$ cat config.mk
export PLATFORM = sky130hd
export DESIGN_NAME = softmax_norm
export DESIGN_NICKNAME = d
export VERILOG_FILES = /design/src/rtl/attn_pkg.sv /design/src/rtl/seq_div_restoring.sv /design/src/rtl/softmax_norm.sv
export SDC_FILE = /design/constraint.sdc
export NUM_CORES = 1
export LEC_CHECK = 0
export BUFFER_PORTS_ARGS = -buffer_cell sky130_fd_sc_hd__buf_2
export CAP_MARGIN = 20
export CELL_PAD_IN_SITES_DETAIL_PLACEMENT = 0
export CELL_PAD_IN_SITES_GLOBAL_PLACEMENT = 1
export CORE_UTILIZATION = 42
export DETAILED_ROUTE_END_ITERATION = 7
export GPL_ROUTABILITY_DRIVEN = 0
export PLACE_DENSITY_LB_ADDON = 0.1
export SYNTH_ARGS = -nofsm -noshare
export SYNTH_HDL_FRONTEND = slang
export SYNTH_SLANG_ARGS = --single-unit
$ cat constraint.sdc
create_clock -name clk -period 8.55 [get_ports clk]
set_clock_uncertainty 0.15 [all_clocks]
set_input_delay 0 -clock clk [delete_from_list [all_inputs] [get_ports clk]]
set_output_delay 0 -clock clk [all_outputs]
set_load 0.02 [all_outputs]
$ cat src/rtl/attn_pkg.sv
// Shared constants for the attention softmax datapath: FSM encoding,
// fixed-point widths and the probability saturation helper.
package attn_pkg;

  typedef logic [1:0] state_t;

  localparam state_t ST_COLLECT = 2'd0;
  localparam state_t ST_DIVIDE  = 2'd1;
  localparam state_t ST_EMIT    = 2'd2;

  localparam int N_SCORES_DEF = 4;
  localparam int EX_W  = 9;   // UQ3.6 exp score
  localparam int P_W   = 8;   // UQ0.8 probability
  localparam int DVD_W = 17;  // score scaled by 256
  localparam int Q_W   = 9;   // quotient, can reach 256

  // q == 256 only when one element holds the whole row sum
  function automatic logic [P_W-1:0] sat_prob(input logic [Q_W-1:0] q);
    return q[Q_W-1] ? {P_W{1'b1}} : q[P_W-1:0];
  endfunction

endpackage

$ cat src/rtl/seq_div_restoring.sv
// Restoring divider producing one quotient bit per cycle; quotient is
// limited to 9 bits, which holds whenever the element does not exceed the divisor.
module seq_div_restoring
  import attn_pkg::*;
#(
  parameter int DIVISOR_W = 11
) (
  input  logic                 clk,
  input  logic                 rst,
  input  logic                 start,
  input  logic [DVD_W-1:0]     dividend,
  input  logic [DIVISOR_W-1:0] divisor,
  output logic                 busy,
  output logic                 done,
  output logic [Q_W-1:0]       quotient
);

  logic [DIVISOR_W-1:0] rem_r;
  logic [Q_W-1:0]       dvd_r;
  logic [DIVISOR_W-1:0] dvs_r;
  logic [Q_W-1:0]       quo_r;
  logic [3:0]           cnt_r;
  logic                 busy_r;
  logic                 done_r;
  logic [DIVISOR_W:0]   trial_s;
  logic [DIVISOR_W:0]   diff_s;
  logic                 ge_s;

  // Trial subtraction; a clear borrow bit means the divisor fits
  always_comb begin
    trial_s = {rem_r, dvd_r[Q_W-1]};
    diff_s  = trial_s - {1'b0, dvs_r};
    ge_s    = ~diff_s[DIVISOR_W];
  end

  // Iteration state: the upper dividend bits preload the remainder
  always_ff @(posedge clk or posedge rst) begin
    if (rst) begin
      rem_r  <= '0;
      dvd_r  <= '0;
      dvs_r  <= '0;
      quo_r  <= '0;
      cnt_r  <= 4'd0;
      busy_r <= 1'b0;
      done_r <= 1'b0;
    end else if (start) begin
      rem_r  <= DIVISOR_W'(dividend[DVD_W-1:Q_W]);
      dvd_r  <= dividend[Q_W-1:0];
      dvs_r  <= divisor;
      quo_r  <= '0;
      cnt_r  <= 4'd9;
      busy_r <= 1'b1;
      done_r <= 1'b0;
    end else if (busy_r) begin
      rem_r  <= ge_s ? diff_s[DIVISOR_W-1:0] : trial_s[DIVISOR_W-1:0];
      dvd_r  <= {dvd_r[Q_W-2:0], 1'b0};
      quo_r  <= {quo_r[Q_W-2:0], ge_s};
      cnt_r  <= cnt_r - 4'd1;
      busy_r <= (cnt_r != 4'd1);
      done_r <= (cnt_r == 4'd1);
    end else begin
      done_r <= 1'b0;
    end
  end

  assign busy     = busy_r;
  assign done     = done_r;
  assign quotient = quo_r;

endmodule

$ cat src/rtl/softmax_norm.sv
// Softmax normalisation: buffers one row of exp scores, sums them and emits
// each score divided by the row sum as a UQ0.8 probability.
module softmax_norm
  import attn_pkg::*;
#(
  parameter int N_SCORES = N_SCORES_DEF,
  parameter int SUM_W    = 9 + $clog2(N_SCORES)
) (
  input  logic            clk,
  input  logic            rst,
  input  logic [EX_W-1:0] ex_in,
  input  logic            ex_vld_in,
  output logic            ex_rdy_out,
  output logic [P_W-1:0]  p_out,
  output logic            p_vld_out,
  input  logic            p_rdy_in,
  output logic            p_last_out
);

  localparam int IDX_W = (N_SCORES > 1) ? $clog2(N_SCORES) : 1;
  localparam logic [IDX_W-1:0] LAST_IDX = IDX_W'(N_SCORES - 1);
  localparam int UNIF_I = ((256 / N_SCORES) > 255) ? 255 : (256 / N_SCORES);
  localparam logic [P_W-1:0] UNIF_P = P_W'(UNIF_I);

  state_t            state_r;
  state_t            state_nx_s;
  logic [IDX_W-1:0]  idx_r;
  logic [IDX_W-1:0]  out_idx_r;
  logic [IDX_W-1:0]  out_idx_nx_s;
  logic [IDX_W-1:0]  out_idx_inc_s;
  logic [SUM_W-1:0]  sum_r;
  logic [SUM_W-1:0]  sum_nx_s;
  logic              uniform_r;
  logic              uniform_nx_s;
  logic [EX_W-1:0]   buf_r [N_SCORES];
  logic              ex_rdy_r;
  logic              p_vld_r;
  logic              p_last_r;
  logic [P_W-1:0]    p_out_r;
  logic              in_hs_s;
  logic              out_hs_s;
  logic              last_in_s;
  logic              div_start_s;
  logic [EX_W-1:0]   div_elem_s;
  logic [SUM_W-1:0]  div_divisor_s;
  logic              div_busy_s;
  logic              div_done_s;
  logic [Q_W-1:0]    div_q_s;

  // Handshakes and the running sum; the first score of a row reloads the sum
  always_comb begin
    in_hs_s       = ex_vld_in && ex_rdy_r && (state_r == ST_COLLECT);
    out_hs_s      = p_vld_r && p_rdy_in;
    last_in_s     = (idx_r == LAST_IDX);
    out_idx_inc_s = out_idx_r + IDX_W'(1);
    if (idx_r == '0) begin
      sum_nx_s = SUM_W'(ex_in);
    end else begin
      sum_nx_s = sum_r + SUM_W'(ex_in);
    end
  end

  // Next-state logic; the divider is launched on the edge that enters DIVIDE
  always_comb begin
    state_nx_s    = state_r;
    out_idx_nx_s  = out_idx_r;
    uniform_nx_s  = uniform_r;
    div_start_s   = 1'b0;
    div_elem_s    = buf_r[out_idx_r];
    div_divisor_s = sum_r;
    case (state_r)
      ST_COLLECT: begin
        if (in_hs_s && last_in_s) begin
          out_idx_nx_s = '0;
          if (sum_nx_s == '0) begin
            state_nx_s   = ST_EMIT;
            uniform_nx_s = 1'b1;
          end else begin
            state_nx_s    = ST_DIVIDE;
            div_start_s   = 1'b1;
            div_elem_s    = (idx_r == '0) ? ex_in : buf_r[0];
            div_divisor_s = sum_nx_s;
          end
        end else begin
          state_nx_s = ST_COLLECT;
        end
      end
      ST_DIVIDE: begin
        if (div_done_s && !div_busy_s) begin
          state_nx_s = ST_EMIT;
        end else begin
          state_nx_s = ST_DIVIDE;
        end
      end
      ST_EMIT: begin
        if (out_hs_s && (out_idx_r == LAST_IDX)) begin
          state_nx_s   = ST_COLLECT;
          out_idx_nx_s = '0;
          uniform_nx_s = 1'b0;
        end else if (out_hs_s) begin
          out_idx_nx_s = out_idx_inc_s;
          if (uniform_r) begin
            state_nx_s = ST_EMIT;
          end else begin
            state_nx_s    = ST_DIVIDE;
            div_start_s   = 1'b1;
            div_elem_s    = buf_r[out_idx_inc_s];
            div_divisor_s = sum_r;
          end
        end else begin
          state_nx_s = ST_EMIT;
        end
      end
      default: begin
        state_nx_s   = ST_COLLECT;
        out_idx_nx_s = '0;
        uniform_nx_s = 1'b0;
      end
    endcase
  end

  // FSM, row buffer and registered outputs derived from the next state
  always_ff @(posedge clk or posedge rst) begin
    if (rst) begin
      state_r   <= ST_COLLECT;
      idx_r     <= '0;
      out_idx_r <= '0;
      sum_r     <= '0;
      uniform_r <= 1'b0;
      for (int i = 0; i < N_SCORES; i++) begin
        buf_r[i] <= '0;
      end
      ex_rdy_r  <= 1'b1;
      p_vld_r   <= 1'b0;
      p_last_r  <= 1'b0;
      p_out_r   <= '0;
    end else begin
      state_r   <= state_nx_s;
      out_idx_r <= out_idx_nx_s;
      uniform_r <= uniform_nx_s;
      if (in_hs_s) begin
        buf_r[idx_r] <= ex_in;
        sum_r        <= sum_nx_s;
        idx_r        <= last_in_s ? '0 : idx_r + IDX_W'(1);
      end
      ex_rdy_r <= (state_nx_s == ST_COLLECT);
      p_vld_r  <= (state_nx_s == ST_EMIT);
      p_last_r <= (state_nx_s == ST_EMIT) && (out_idx_nx_s == LAST_IDX);
      if (state_nx_s == ST_EMIT) begin
        p_out_r <= uniform_nx_s ? UNIF_P : sat_prob(div_q_s);
      end
    end
  end

  seq_div_restoring #(
    .DIVISOR_W(SUM_W)
  ) u_div (
    .clk      (clk),
    .rst      (rst),
    .start    (div_start_s),
    .dividend ({div_elem_s, 8'd0}),
    .divisor  (div_divisor_s),
    .busy     (div_busy_s),
    .done     (div_done_s),
    .quotient (div_q_s)
  );

  assign ex_rdy_out = ex_rdy_r;
  assign p_vld_out  = p_vld_r;
  assign p_last_out = p_last_r;
  assign p_out      = p_out_r;

endmodule

After elaboration in Yosys (flattened, before gate mapping)
Index checks and enable logic that the tools add are counted.
Widths: inputs -> output; s select.
Storage, ports and cells
  word-level logic and storage cells: 112
  register bits after elaboration: 111
Operators by class
  eq/ne operators: 8
  mux-type cells: 57
  add/sub/neg operators: 5
  bitwise operators: 4
  reductions and logical operators: 14
  order comparisons: 4
Operators with widths (number)
  $mux 9: 15
  $mux 11: 7
  $bmux 9 s2: 2
  $bwmux 36: 1
  $mux 2: 10
  $demux 9 s2: 1
  $pmux 9 s2: 1
  $mux 8: 2
  $mux 1: 12
  $pmux 2 s3: 2
  $sub 12x11->12: 1
  $add 11x9->11: 1
  $logic_not 11->1: 1
  $eq 2x2->1 const B: 5
  $ge 3x3->1 const B: 3
  $not 2->3: 3
  $logic_and 1x1->1: 8
  $mux 4: 2
  $logic_not 2->1: 3
  $add 2x1->2 const B: 2
  $eq 4x1->1 const B: 1
  $ne 4x1->1 const B: 1
  $sub 4x1->4 const B: 1
  $lt 3x1->1 const B: 1
  6 further kinds: 6

Depth between registers and ports, before layout
Gate-level depths: netlist (run 1).
  word-level depth: 10
  depth in mapped cells: 13
  depth with buffers taken out: 11

Hierarchy
A second synthesis (run 1) with hierarchy kept.
Second synthesis, totals
  cells, all modules: 734
  area total of the unflattened synthesis: 6901.6 um^2
By module, submodules not included
  softmax_norm: area each 4245.3 um^2, sequential area each 1627.8 um^2, instances 1, cells each 447
  seq_div_restoring: area each 2656.3 um^2, sequential area each 1151.1 um^2, instances 1, cells each 287

Worst setup path after synthesis (run 1)
OpenSTA, ideal clock, no wires.
  kind: reg-to-reg
  from: register sum_r[0]
  to: register u_div.dvd_r[8]
  data required time: 8280 ps
  setup time: 120 ps
  buffers on the path: 1
  slack: 5532 ps
  arrival time: 2748 ps
  cell stages (with the launch flop): 12
  path through: dfrtp_1 ha_1 fa_1 a211oi_2 o21ai_1 a311o_1 a21oi_1 a31o_2 a31o_4 buf_4 o21ai_1 a31o_2
On the way
  longest elaborated chain between the ends: 7
Ends and longest elaborated chain
  start, declared: RTL line softmax_norm.sv:31  | logic [SUM_W-1:0] sum_r;
  start signal, assigned: RTL line softmax_norm.sv:143  | sum_r <= sum_nx_s;
  $add 11x9->11 *: RTL line softmax_norm.sv:59  | sum_nx_s = sum_r + SUM_W'(ex_in);
  $mux 11 *: RTL line softmax_norm.sv:56  | if (idx_r == '0) begin
  $logic_not 11->1 *: RTL line softmax_norm.sv:75  | if (sum_nx_s == '0) begin
  $mux 9 / $mux 1 (equally long branches): RTL line softmax_norm.sv:75
  $mux 9 / $mux 1 (equally long branches): RTL line softmax_norm.sv:73  | if (in_hs_s && last_in_s) begin
  $pmux 9 s2 / $pmux 1 s2 (equally long branches): RTL line softmax_norm.sv:71  | case (state_r)
  $mux 9 / $reduce_bool 2->1 (equally long branches)
  end signal, assigned: RTL line seq_div_restoring.sv:48  | dvd_r <= dividend[Q_W-1:0];
  end signal, assigned: RTL line seq_div_restoring.sv:56  | dvd_r <= {dvd_r[Q_W-2:0], 1'b0};
  end, declared: RTL line seq_div_restoring.sv:19  | logic [Q_W-1:0] dvd_r;
Every way passes the cells marked *; elsewhere a longest branch is shown, timed or not.
A chain may end at the register's enable or synchronous reset.

Worst setup path in the final report (run 1)
  from: register idx_r[0]
  to: register u_div.rem_r[3]
On the way
  longest elaborated chain between the ends: 7
Ends and longest elaborated chain
  start, declared: RTL line softmax_norm.sv:27  | logic [IDX_W-1:0] idx_r;
  start signal, assigned: RTL line softmax_norm.sv:144  | idx_r <= last_in_s ? '0 : idx_r + IDX_W'(1);
  $logic_not 2->1: RTL line softmax_norm.sv:56, softmax_norm.sv:81
  $mux 11: RTL line softmax_norm.sv:56
  $logic_not 11->1: RTL line softmax_norm.sv:75
  $mux 9 / $mux 1 (equally long branches): RTL line softmax_norm.sv:75
  $mux 9 / $mux 1 (equally long branches): RTL line softmax_norm.sv:73
  $pmux 9 s2 / $pmux 1 s2 (equally long branches): RTL line softmax_norm.sv:71
  $mux 11 / $reduce_bool 2->1 (equally long branches)
  end signal, assigned: RTL line seq_div_restoring.sv:47  | rem_r <= DIVISOR_W'(dividend[DVD_W-1:Q_W]);
  end signal, assigned: RTL line seq_div_restoring.sv:55  | rem_r <= ge_s ? diff_s[DIVISOR_W-1:0] : trial_s[DIVISOR_W-1:0];
  end, declared: RTL line seq_div_restoring.sv:18  | logic [DIVISOR_W-1:0] rem_r;
Several ways; a longest one is shown, not always the timed one.

==> flow_metrics.py, run 1 <==
metrics = {
    "detailed_routing": {
        "final_antenna_net_count": 0,
        "drcViolationCount": 0,
        "drtIter0Drc": 284,
        "firstDrtPassIters": 4,
        "wire_per_inst_um": 17.5,
        "wirelength_mm": 13.8,
        "vias_per_cell": 5.54,
        "vias": 4380,
    },
    "sta": {
        "relSlewSlack_pct": 44.1,
        "maxSlewViolCount": 0,
        "rsz0062_at_grt": "false",
        "finalSetupTns_ns": 0,
        "finalSetupViolCount": 0,
        "whs_ns": 0.0313,
        "worstMarginPinSlew_ns": 0.838,
        "finalCritPeriodShare_pct": 43.5,
        "clock.fmax_mhz": 269,
        "hold_violations": 0,
        "min_period_ns": 3.72,
    },
    "synthesis": {
        "ys.flop_type": "dfrtp_1",
        "syn-num-nets": 629,
        "synth_cell_types": 69,
        "synth_area_um2": 6020,
        "avgSynthCellArea_um2": 10.3,
        "async_reset_ff_share_pct": 100,
        "ys_seq_elements": 103,
        "synth_edf_count": 0,
        "ys_seq_area_share_pct": 42.8,
        "yosys_warnings": 0,
        "synthCells": 587,
    },
    "die": {
        "fp.dieH_um": 122,
        "die_x_um": 122,
        "placementRows": 43,
        "die-area_um2": 14800,
        "core_area_um2": 13900,
        "io_pins": 24,
        "initial_core_util_pct": 43.2,
    },
    "worst_hold_path": {
        "whs_path_depth": 4,
        "min_from": "ex_vld_in",
        "hold_path_class": "input port to flip-flop",
    },
    "place": {
        "placed_area_um2": 6260,
        "dp_hpwl_mm": 10.0,
        "portBuffers": 23,
    },
    "critical_path": {
        "rr_worst_depth": 11,
        "r2r_start": "idx_r[0]",
        "critPathArrivalTime_ns": 3.80,
        "end_kind": "flip-flop",
        "crit_fanout": 29,
        "worst_setup_path_start_kind": "flip-flop",
        "startpoint": "idx_r[0]",
        "cp_data_required_time_ns": 8.62,
        "critPathKind": "flip-flop to flip-flop",
    },
    "cells_and_area": {
        "drive_gt1_share_pct": 19.0,
        "n_antenna_cell": 0,
        "post-route-util_pct": 47.7,
        "stdcell_area_um2": 6650,
        "area_growth_pct": 10.3,
        "fin_nets": 648,
    },
    "cts": {
        "hold_buffers": 11,
        "cts_tree": "built",
        "post_cts_buffers": 0,
        "cts_sinks": 103,
        "clockBufferDepth": 2,
        "clk_pin_slew_worst_paths_ns": 0.07,
        "clk_latency_ns": 0.34,
        "htree_levels": 3,
        "cts_buffers": 9,
        "cts_root_buffer": "clkbuf_16",
        "cts_resized": 0,
    },
    "grt": {
        "grt_usage_pct": 20.4,
        "grt_overflow_total": 0,
        "antenna_found_initial": 0,
        "grt_pass1_vias": 4288,
        "grt_max_degree": 64,
        "grt_pass1_wl_mm": 23.0,
    },
    "power_and_ir_drop": {
        "power_leakage_uw": 0.00298,
        "p_per_area_nw_per_um2": 412,
        "vdd_ir_drop_max_v": 0.000167,
        "total_power_uw": 2740,
    },
    "status": {
        "status": "completed",
    },
    "job": {
        "maxCapViolations": 0,
    },
}
## cell usage in the layout (no fill, tap or decap), types with 3 or more instances in the layout
master           n
a21o_1           6
nor4b_1          3
dlygate4sd3_1   11
nor2_2          10
xnor2_1          8
nor2b_1          7
or3_1            4
nand2_1         62
a21oi_1         20
o211ai_1         4
dfrtp_1        102
nand3_1          5
o21ai_0         52
o2bb2ai_1        7
inv_1           26
ha_1            27
mux2_2          41
mux4_2           9
clkbuf_1         3
a21boi_0         3
xor2_1           3
nor3_1          11
buf_2           23
nor2_1          37
buf_4            4
o21ai_1          3
clkbuf_16        9
mux2i_1         31
o21a_1           4
a211oi_1         6
nand2b_1         7
a211o_1          4
## routing by layer
| metal | global-route usage (%) | wire, um |
|---|---|---|
| met1 | 30.4 | 7140 |
| met2 | 30.6 | 6150 |
| met3 | 2.43 | 357 |
| met4 | 6.79 | 174 |
| met5 | 0 | 0 |
## worst max-delay path, stage by stage, from the launching register on
cell      delay (ns)
dfrtp_1         0.41
inv_1           0.11
ha_1            0.15
buf_4           0.32
inv_1           0.26
and4b_1         0.24
nor3_1          0.43
nand4_1         0.16
and4bb_1        0.38
a31o_4          0.37
nand2b_4        0.27
mux2_2          0.34
## registers in the layout (all words and copies together), names as in the netlist
signal	cells
p_out	8
sum_r	11
ex_rdy_out	1
u_div.cnt_r	4
state_r	2
u_div.rem_r	11
u_div.done	1
p_vld_out	1
u_div.dvd_r	1
u_div.dvs_r	11
out_idx_r	2
u_div.quotient	9
buf_r	36
p_last_out	1
u_div.busy	1
uniform_r	1
idx_r	2
## through the flow
stage	std cells	setup slack, ns
final	791	4.83
after global routing	791	4.48
after CTS	791	4.83
after detailed placement	764	4.86
after global placement	764	4.90
after floorplan	587	5.53
## area by class of cell
class                      count  area (um^2)
tap                          180          225
timing repair buffer          38          255
sequential                   103         2580
clock buffer                  14          264
inverter                      28          108
fill                        1308         7290
clock inverter                 2         15.0
multi-input combinational    426         3200
## power breakdown
part           internal [uW]  total (uW)  switching, uW
registers                713         890            178
clock network            214         388            174
logic                    688        1460            771
total                   1610        2740           1120
## final timing paths
kind	end	slack (ns)
setup / recovery	u_div.rem_r[3]	4.83
hold / removal	sum_r[10]	0.03
setup reg to reg	u_div.rem_r[3]	4.83
hold reg to reg	p_out[1]	0.34
max in group asynchronous	u_div.rem_r[4]	6.93
min in group asynchronous	buf_r[8]	0.08
## Yosys cell counts, types with 3 or more instances
master,count,area share [%]
mux2_2,41,7.7
nand2b_1,7,0.73
ha_1,27,5.6
nand3_1,5,0.42
buf_2,4,0.33
a21oi_1,20,1.7
o2bb2ai_1,7,1.0
buf_4,3,0.37
inv_1,27,1.7
o21ai_0,52,4.3
xnor2_1,8,1.2
a211oi_1,6,0.75
xor2_1,3,0.44
a21o_1,6,0.75
or3_1,4,0.42
o21a_1,4,0.50
mux2i_1,31,5.2
a211o_1,4,0.58
o21ai_1,3,0.25
o211ai_1,4,0.50
buf_1,5,0.31
nand2_1,62,3.9
nor2_1,37,2.3
nor2_2,10,1.0
nor4b_1,3,0.44
nor2b_1,7,0.73
a21boi_0,3,0.37
nor3_1,12,1.0
mux4_2,9,3.4
dfrtp_1,102,42
clkbuf_1,16,1.0
## logic make-up after synthesis
family | after synthesis | synth area share (%)
AO/OA/AOI/OAI | 140 | 15.7
buffers and inverters | 58 | 4.13
adder cells (fa/ha/maj) | 29 | 6.27
XOR/XNOR | 11 | 1.60
flip-flops | 103 | 42.8
multiplexers | 81 | 16.2
AND/OR/NAND/NOR | 165 | 13.3
Note: power is estimated with default switching activity, not from simulation.
==> run 2, diff against run 1 <==
ABC_AREA = 1   (was not set)
clock period = 3.6 ns   (was 8.55 ns; I/O delays follow)
==> run 2 against run 1 <==
  * Synthesized cell count grew 56%
  * Via count grew 37%
  * Final area grew 8.7%
  * Wire length grew 31%
  * Maximum frequency grew 18%
  * Non-clock buffer count grew 8
  * Die area grew 8.8%
  * First-iteration DRC count grew 25%
  * Critical endpoint is now u_div.done
==> flow_metrics.py, run 2 <==
metrics = {
    "cells_and_area": {
        "mostFrequentLayoutCells": "nand2_1 (293), o21ai_0 (115), inv_1 (113)",
        "post-route-util_pct": 47.5,
        "n_antenna_cell": 0,
        "fin_nets": 978,
        "drive_gt1_share_pct": 7.86,
        "layout_commonest_cell": "nand2_1",
        "final_cells": 1129,
        "largest-register": "buf_r",
        "area_growth_pct": 10.1,
        "largest_reg_flops": 36,
    },
    "synthesis": {
        "ys_seq_elements": 103,
        "async_reset_ff_share_pct": 100,
        "ys.flop_type": "dfrtp_1",
        "avgSynthCellArea_um2": 7.16,
        "syn-num-nets": 958,
        "synth.area.top_cells": "dfrtp_1 (39%), nand2_1 (17%), o21ai_0 (8.8%), inv_1 (6.5%), ha_1 (5.1%)",
        "synth_edf_count": 0,
        "ys_seq_area_share_pct": 39.3,
        "synth_most_common_cell": "nand2_1",
        "yosys_warnings": 0,
        "yosys.area.top_type": "dfrtp_1",
        "synthCells": 916,
        "synth_cell_types": 44,
        "synth_area_um2": 6560,
        "ys_top_cells_by_count": "nand2_1 (293), o21ai_0 (115), inv_1 (114)",
        "netlist.area_leader.share_pct": 38.9,
    },
    "die": {
        "fp.dieH_um": 127,
        "die_x_um": 127,
        "placementRows": 45,
        "die-area_um2": 16100,
        "io_pins": 24,
        "initial_core_util_pct": 43.2,
        "core_area_um2": 15200,
    },
    "grt": {
        "antenna_found_initial": 0,
        "grt_overflow_total": 0,
        "grt_usage_pct": 24.4,
        "grt_max_degree": 50,
        "grt_pass1_vias": 6004,
        "grt_pass1_wl_mm": 30.7,
    },
    "sta": {
        "worstMarginPinSlew_ns": 0.943,
        "finalSetupViolCount": 0,
        "clock.fmax_mhz": 316,
        "min_period_ns": 3.16,
        "maxSlewViolCount": 0,
        "finalCritPeriodShare_pct": 87.8,
        "hold_violations": 0,
        "relSlewSlack_pct": 36.5,
        "setup_slack_ns": 0.438,
        "finalSetupTns_ns": 0,
        "rsz0062_at_grt": "false",
    },
    "detailed_routing": {
        "wirelength_mm": 18.1,
        "vias": 6005,
        "final_antenna_net_count": 0,
        "drtIter0Drc": 354,
        "wire_per_inst_um": 16.0,
        "firstDrtPassIters": 5,
        "vias_per_cell": 5.32,
        "drcViolationCount": 0,
    },
    "critical_path": {
        "end_kind": "flip-flop",
        "crit_fanout": 32,
        "cp_data_required_time_ns": 3.74,
        "worst_setup_path_start_kind": "flip-flop",
        "critPathArrivalTime_ns": 3.30,
        "critPathKind": "flip-flop to flip-flop",
    },
    "cts": {
        "cts_tree": "built",
        "clk_pin_slew_worst_paths_ns": 0.08,
        "clk_latency_ns": 0.36,
        "cts_root_buffer": "clkbuf_16",
        "cts_sinks": 103,
        "cts_buffers": 9,
        "htree_levels": 3,
        "cts_resized": 0,
        "post_cts_buffers": 0,
        "clockBufferDepth": 2,
    },
    "worst_hold_path": {
        "hold_path_class": "input port to asynchronous set/reset pin",
    },
    "power_and_ir_drop": {
        "vdd_ir_drop_max_v": 0.000286,
        "p_per_area_nw_per_um2": 877,
        "total_power_uw": 6340,
        "power_leakage_uw": 0.00375,
    },
    "place": {
        "portBuffers": 23,
        "dpl.cell_count": 1102,
        "dp_hpwl_mm": 13.4,
        "pre_cts_slack_ns": 0.455,
    },
    "job": {
        "maxCapViolations": 0,
    },
    "status": {
        "status": "completed",
    },
}
run 2: changes by cell type in the layout (fill, tap and decap cells not counted), moves of 12 or more:
cell / change
inv_1: +87
mux2_2: -41
a21oi_1: +19
nand2_1: +231
nand3_1: +51
o21ai_0: +63
mux2i_1: -31
nand4_1: +12
run 2: kinds of logic after synthesis:
| group | count (synthesis) | share of synthesized area, % |
|---|---|---|
| adder cells (fa/ha/maj) | 29 | 5.76 |
| AO/OA/AOI/OAI | 203 | 17.7 |
| flip-flops | 103 | 39.3 |
| buffers and inverters | 161 | 9.86 |
| XOR/XNOR | 11 | 1.47 |
| AND/OR/NAND/NOR | 409 | 25.9 |
run 2: routing by layer:
layer / part of all wire [%] / up-vias / global-route usage (%)
met1: 50 / 2863 / 34.6
met4: 1.3 / 0 / 6.09
li1: - / 3027 / -
met2: 45 / 100 / 39.2
met3: 3.0 / 15 / 3.81
met5: 0 / - / 0
run 2: worst max-delay path: stages, from the launching register on:
cell and delay [ns]:
dfrtp_1 0.41, ha_1 0.25, fa_1 0.40, nand2_1 0.11, nand2_1 0.11, nand3_1 0.11, nand2_1 0.07, nand2_1 0.08
nand3_1 0.07, nand3_1 0.13, nand3_1 0.13, o21bai_4 0.19, nand2_4 0.27, nor2_4 0.39, and3_1 0.21
run 2: layout make-up:
class	count	area, um^2
Fill cell	1563	7980
Clock inverter	6	62.6
Sequential cell	103	2580
Clock buffer	10	229
Tap cell	188	235
Multi-Input combinational cell	652	3340
Inverter	124	468
Timing Repair Buffer	46	315
run 2: power breakdown:
| part | internal [uW] | total, uW | switching, uW |
|---|---|---|---|
| Combinational | 1210 | 3330 | 2130 |
| Sequential | 1650 | 2020 | 371 |
| Clock | 490 | 981 | 491 |
| Total | 3350 | 6340 | 2990 |
run 2: final timing paths:
kind                            from  cells past startpoint         end  slack, ns
hold reg to reg             p_out[2]                      2    p_out[2]       0.34
hold / removal                   rst                      3  p_last_out       0.13
setup / recovery            sum_r[0]                     14  u_div.done       0.44
min in group clk           ex_vld_in                      4    sum_r[8]       0.21
max in group asynchronous        rst                      4  ex_rdy_out       2.20
setup reg to reg            sum_r[0]                     14  u_div.done       0.44
run 2: timing repair:
item                                    in CTS  in global routing
endpoints found under the setup margin       0                  0
hold buffers                                11                  0
endpoints found under the hold margin       79                  0
run 2: stage by stage:
stage | hold WS (ns) | cell area, um^2
2_1_floorplan | -0.0290 | 6560
3_3_place_gp | -0.0266 | 6830
3_5_place_dp | -0.0197 | 6830
4_1_cts | 0.130 | 7230
5_1_grt | 0.172 | 7230
6_report | 0.129 | 7230
==> run 3, diff against run 2 <==
CORE_UTILIZATION = 25   (was 42)
==> run 3 against run 2 <==
  * Maximum frequency decreased by 1.7%
  * Highest routed layer unchanged
  * Sequential share of layout area shrank 1.3 points
  * Via count shrank 2.8%
  * Critical path depth unchanged
  * Sequential power barely moved
  * Cell count grew 13%
  * Clock-buffer cell count decreased by 1
  * First-iteration DRC count fell by 16%
  * Sequential cell count is the same
  * Setup slack got worse by 0.054 ns
  * Global-route usage shrank 6.9 points
  * Critical endpoint unchanged
  * Combinational power increased by 3%
==> flow_metrics.py, run 3 (synthesis gave the netlist of run 2 again) <==
metrics = {
    "sta": {
        "relSlewSlack_pct": 37.8,
        "finalSetupViolCount": 0,
        "min_period_ns": 3.22,
        "rsz0062_at_grt": "false",
        "hold_violations": 0,
        "finalSetupTns_ns": 0,
        "setup_slack_ns": 0.384,
        "finalCritPeriodShare_pct": 89.3,
        "worstMarginPinSlew_ns": 0.923,
        "clock.fmax_mhz": 311,
        "maxSlewViolCount": 0,
    },
    "cells_and_area": {
        "fin_nets": 987,
        "largest_reg_flops": 36,
        "n_antenna_cell": 0,
        "area_growth_pct": 14.2,
        "final.fill_count": 2803,
        "layout_commonest_cell": "nand2_1",
        "multi_input_area_um2": 3340,
        "drive_gt1_share_pct": 8.74,
        "largest-register": "buf_r",
        "mostFrequentLayoutCells": "nand2_1 (293), o21ai_0 (115), inv_1 (113)",
        "seqCellArea_um2": 2580,
        "final_cells": 1280,
    },
    "place": {
        "dp_hpwl_mm": 15.8,
        "dpl.cell_count": 1252,
        "portBuffers": 23,
        "pre_cts_slack_ns": 0.410,
    },
    "power_and_ir_drop": {
        "combPwrFrac_pct": 52.6,
        "p_per_area_nw_per_um2": 869,
        "vdd_ir_drop_max_v": 0.000322,
        "p_clk_share_pct": 16.2,
        "p_int_uw": 3380,
        "power_leakage_uw": 0.00380,
        "total_power_uw": 6510,
        "sw_frac_of_total_pct": 48.1,
        "seq_power_share_pct": 31.2,
        "p_sw_uw": 3130,
    },
    "cts": {
        "cts_sinks": 103,
        "clk_pin_slew_worst_paths_ns": 0.08,
        "cts_root_buffer": "clkbuf_16",
        "clockBufferDepth": 2,
        "cts_tree": "built",
        "clk_latency_ns": 0.37,
        "cts_buffers": 9,
        "cts_resized": 0,
        "htree_levels": 3,
    },
    "die": {
        "io_pins": 24,
        "die-area_um2": 26900,
        "placementRows": 58,
        "initial_core_util_pct": 25.8,
        "fp.dieH_um": 164,
        "die_x_um": 164,
        "core_area_um2": 25500,
    },
    "detailed_routing": {
        "drtIter0Drc": 299,
        "wirelength_mm": 21.9,
        "vias_per_cell": 4.56,
        "wire_per_inst_um": 17.1,
        "vias": 5834,
        "drcViolationCount": 0,
        "final_antenna_net_count": 0,
        "firstDrtPassIters": 5,
    },
    "critical_path": {
        "r2r_start": "sum_r[0]",
        "worst_setup_path_start_kind": "flip-flop",
        "cp_data_required_time_ns": 3.75,
        "critPathArrivalTime_ns": 3.36,
        "rr_worst_depth": 14,
        "reg2reg_slack_ns": 0.38,
        "end_kind": "flip-flop",
        "rr_endpoint": "u_div.done",
        "critPathKind": "flip-flop to flip-flop",
        "crit_fanout": 26,
    },
    "grt": {
        "antenna_found_initial": 0,
        "grt_usage_pct": 17.5,
        "grt_max_degree": 60,
        "grt_pass1_vias": 5824,
        "grt_pass1_wl_mm": 34.9,
        "grt_overflow_total": 0,
    },
    "job": {
        "maxCapViolations": 0,
    },
    "worst_hold_path": {
        "hold_path_class": "input port to asynchronous set/reset pin",
    },
    "status": {
        "status": "completed",
    },
}
[run 3: worst max-delay path by stage]
stage	start	endpoint	slack, ns	depth (start not counted)
2_1_floorplan	rst	buf_r[0]	0.75	1
3_3_place_gp	sum_r[0]	u_div.done	0.46	14
3_5_place_dp	sum_r[0]	u_div.done	0.41	14
4_1_cts	sum_r[0]	u_div.done	0.38	14
5_1_grt	sum_r[0]	u_div.cnt_r[1]	0.06	15
6_report	sum_r[0]	u_div.done	0.38	14
[run 3: worst max-delay path, cell delays in order (launching register included)]
cell and delay (ns):
dfrtp_1 0.40, ha_1 0.28, fa_1 0.41, nand2_1 0.09, nand2_1 0.11, nand3_1 0.11, nand2_1 0.07, nand2_1 0.08
nand3_1 0.06, nand3_1 0.16, nand3_1 0.16, o21bai_4 0.21, nand2_4 0.25, nor2_4 0.38, and3_1 0.22
[run 3: final cells by class]
class                      instances  area share (%)
timing repair buffer              55            5.14
inverter                         124            6.24
clock buffer                       9            3.01
multi-input combinational        652            44.5
clock inverter                     7            1.15
tap                              330            5.51
sequential                       103            34.4
[run 3: layer usage]
layer	track usage (%)	wire length [um]	vias up
met5	0	0	-
met4	4.42	235	0
met3	1.87	569	16
met2	27.7	9720	90
met1	25.2	11400	2685
li1	-	-	3043
[run 3: timing repair]
| item | in CTS | in global routing |
|---|---|---|
| hold buffers | 12 | 0 |
| setup endpoints to repair | 0 | 0 |
| setup buffers | 0 | 0 |
| hold endpoints to repair | 98 | 0 |
[run 3: through the flow]
stage / utilization (%) / hold WS (ns) / cell area (um^2)
finish: 29.4 / 0.194 / 7490
global route: 29.4 / 0.250 / 7490
detailed placement: 27.7 / 0.0822 / 7060
floorplan: - / -0.0290 / 6560
global placement: 27.7 / 0.0810 / 7060
CTS: 29.4 / 0.215 / 7490
[run 3: power groups by stage]
| stage | clock network (uW) | logic [uW] | registers, uW |
|---|---|---|---|
| final | 1060 | 3420 | 2030 |
| after floorplan | 0 | 2520 | 1940 |
| after CTS | 1100 | 3460 | 2030 |
| after global routing | 1130 | 3970 | 2100 |
| after detailed placement | 0 | 3430 | 2050 |
| after global placement | 0 | 3500 | 2070 |
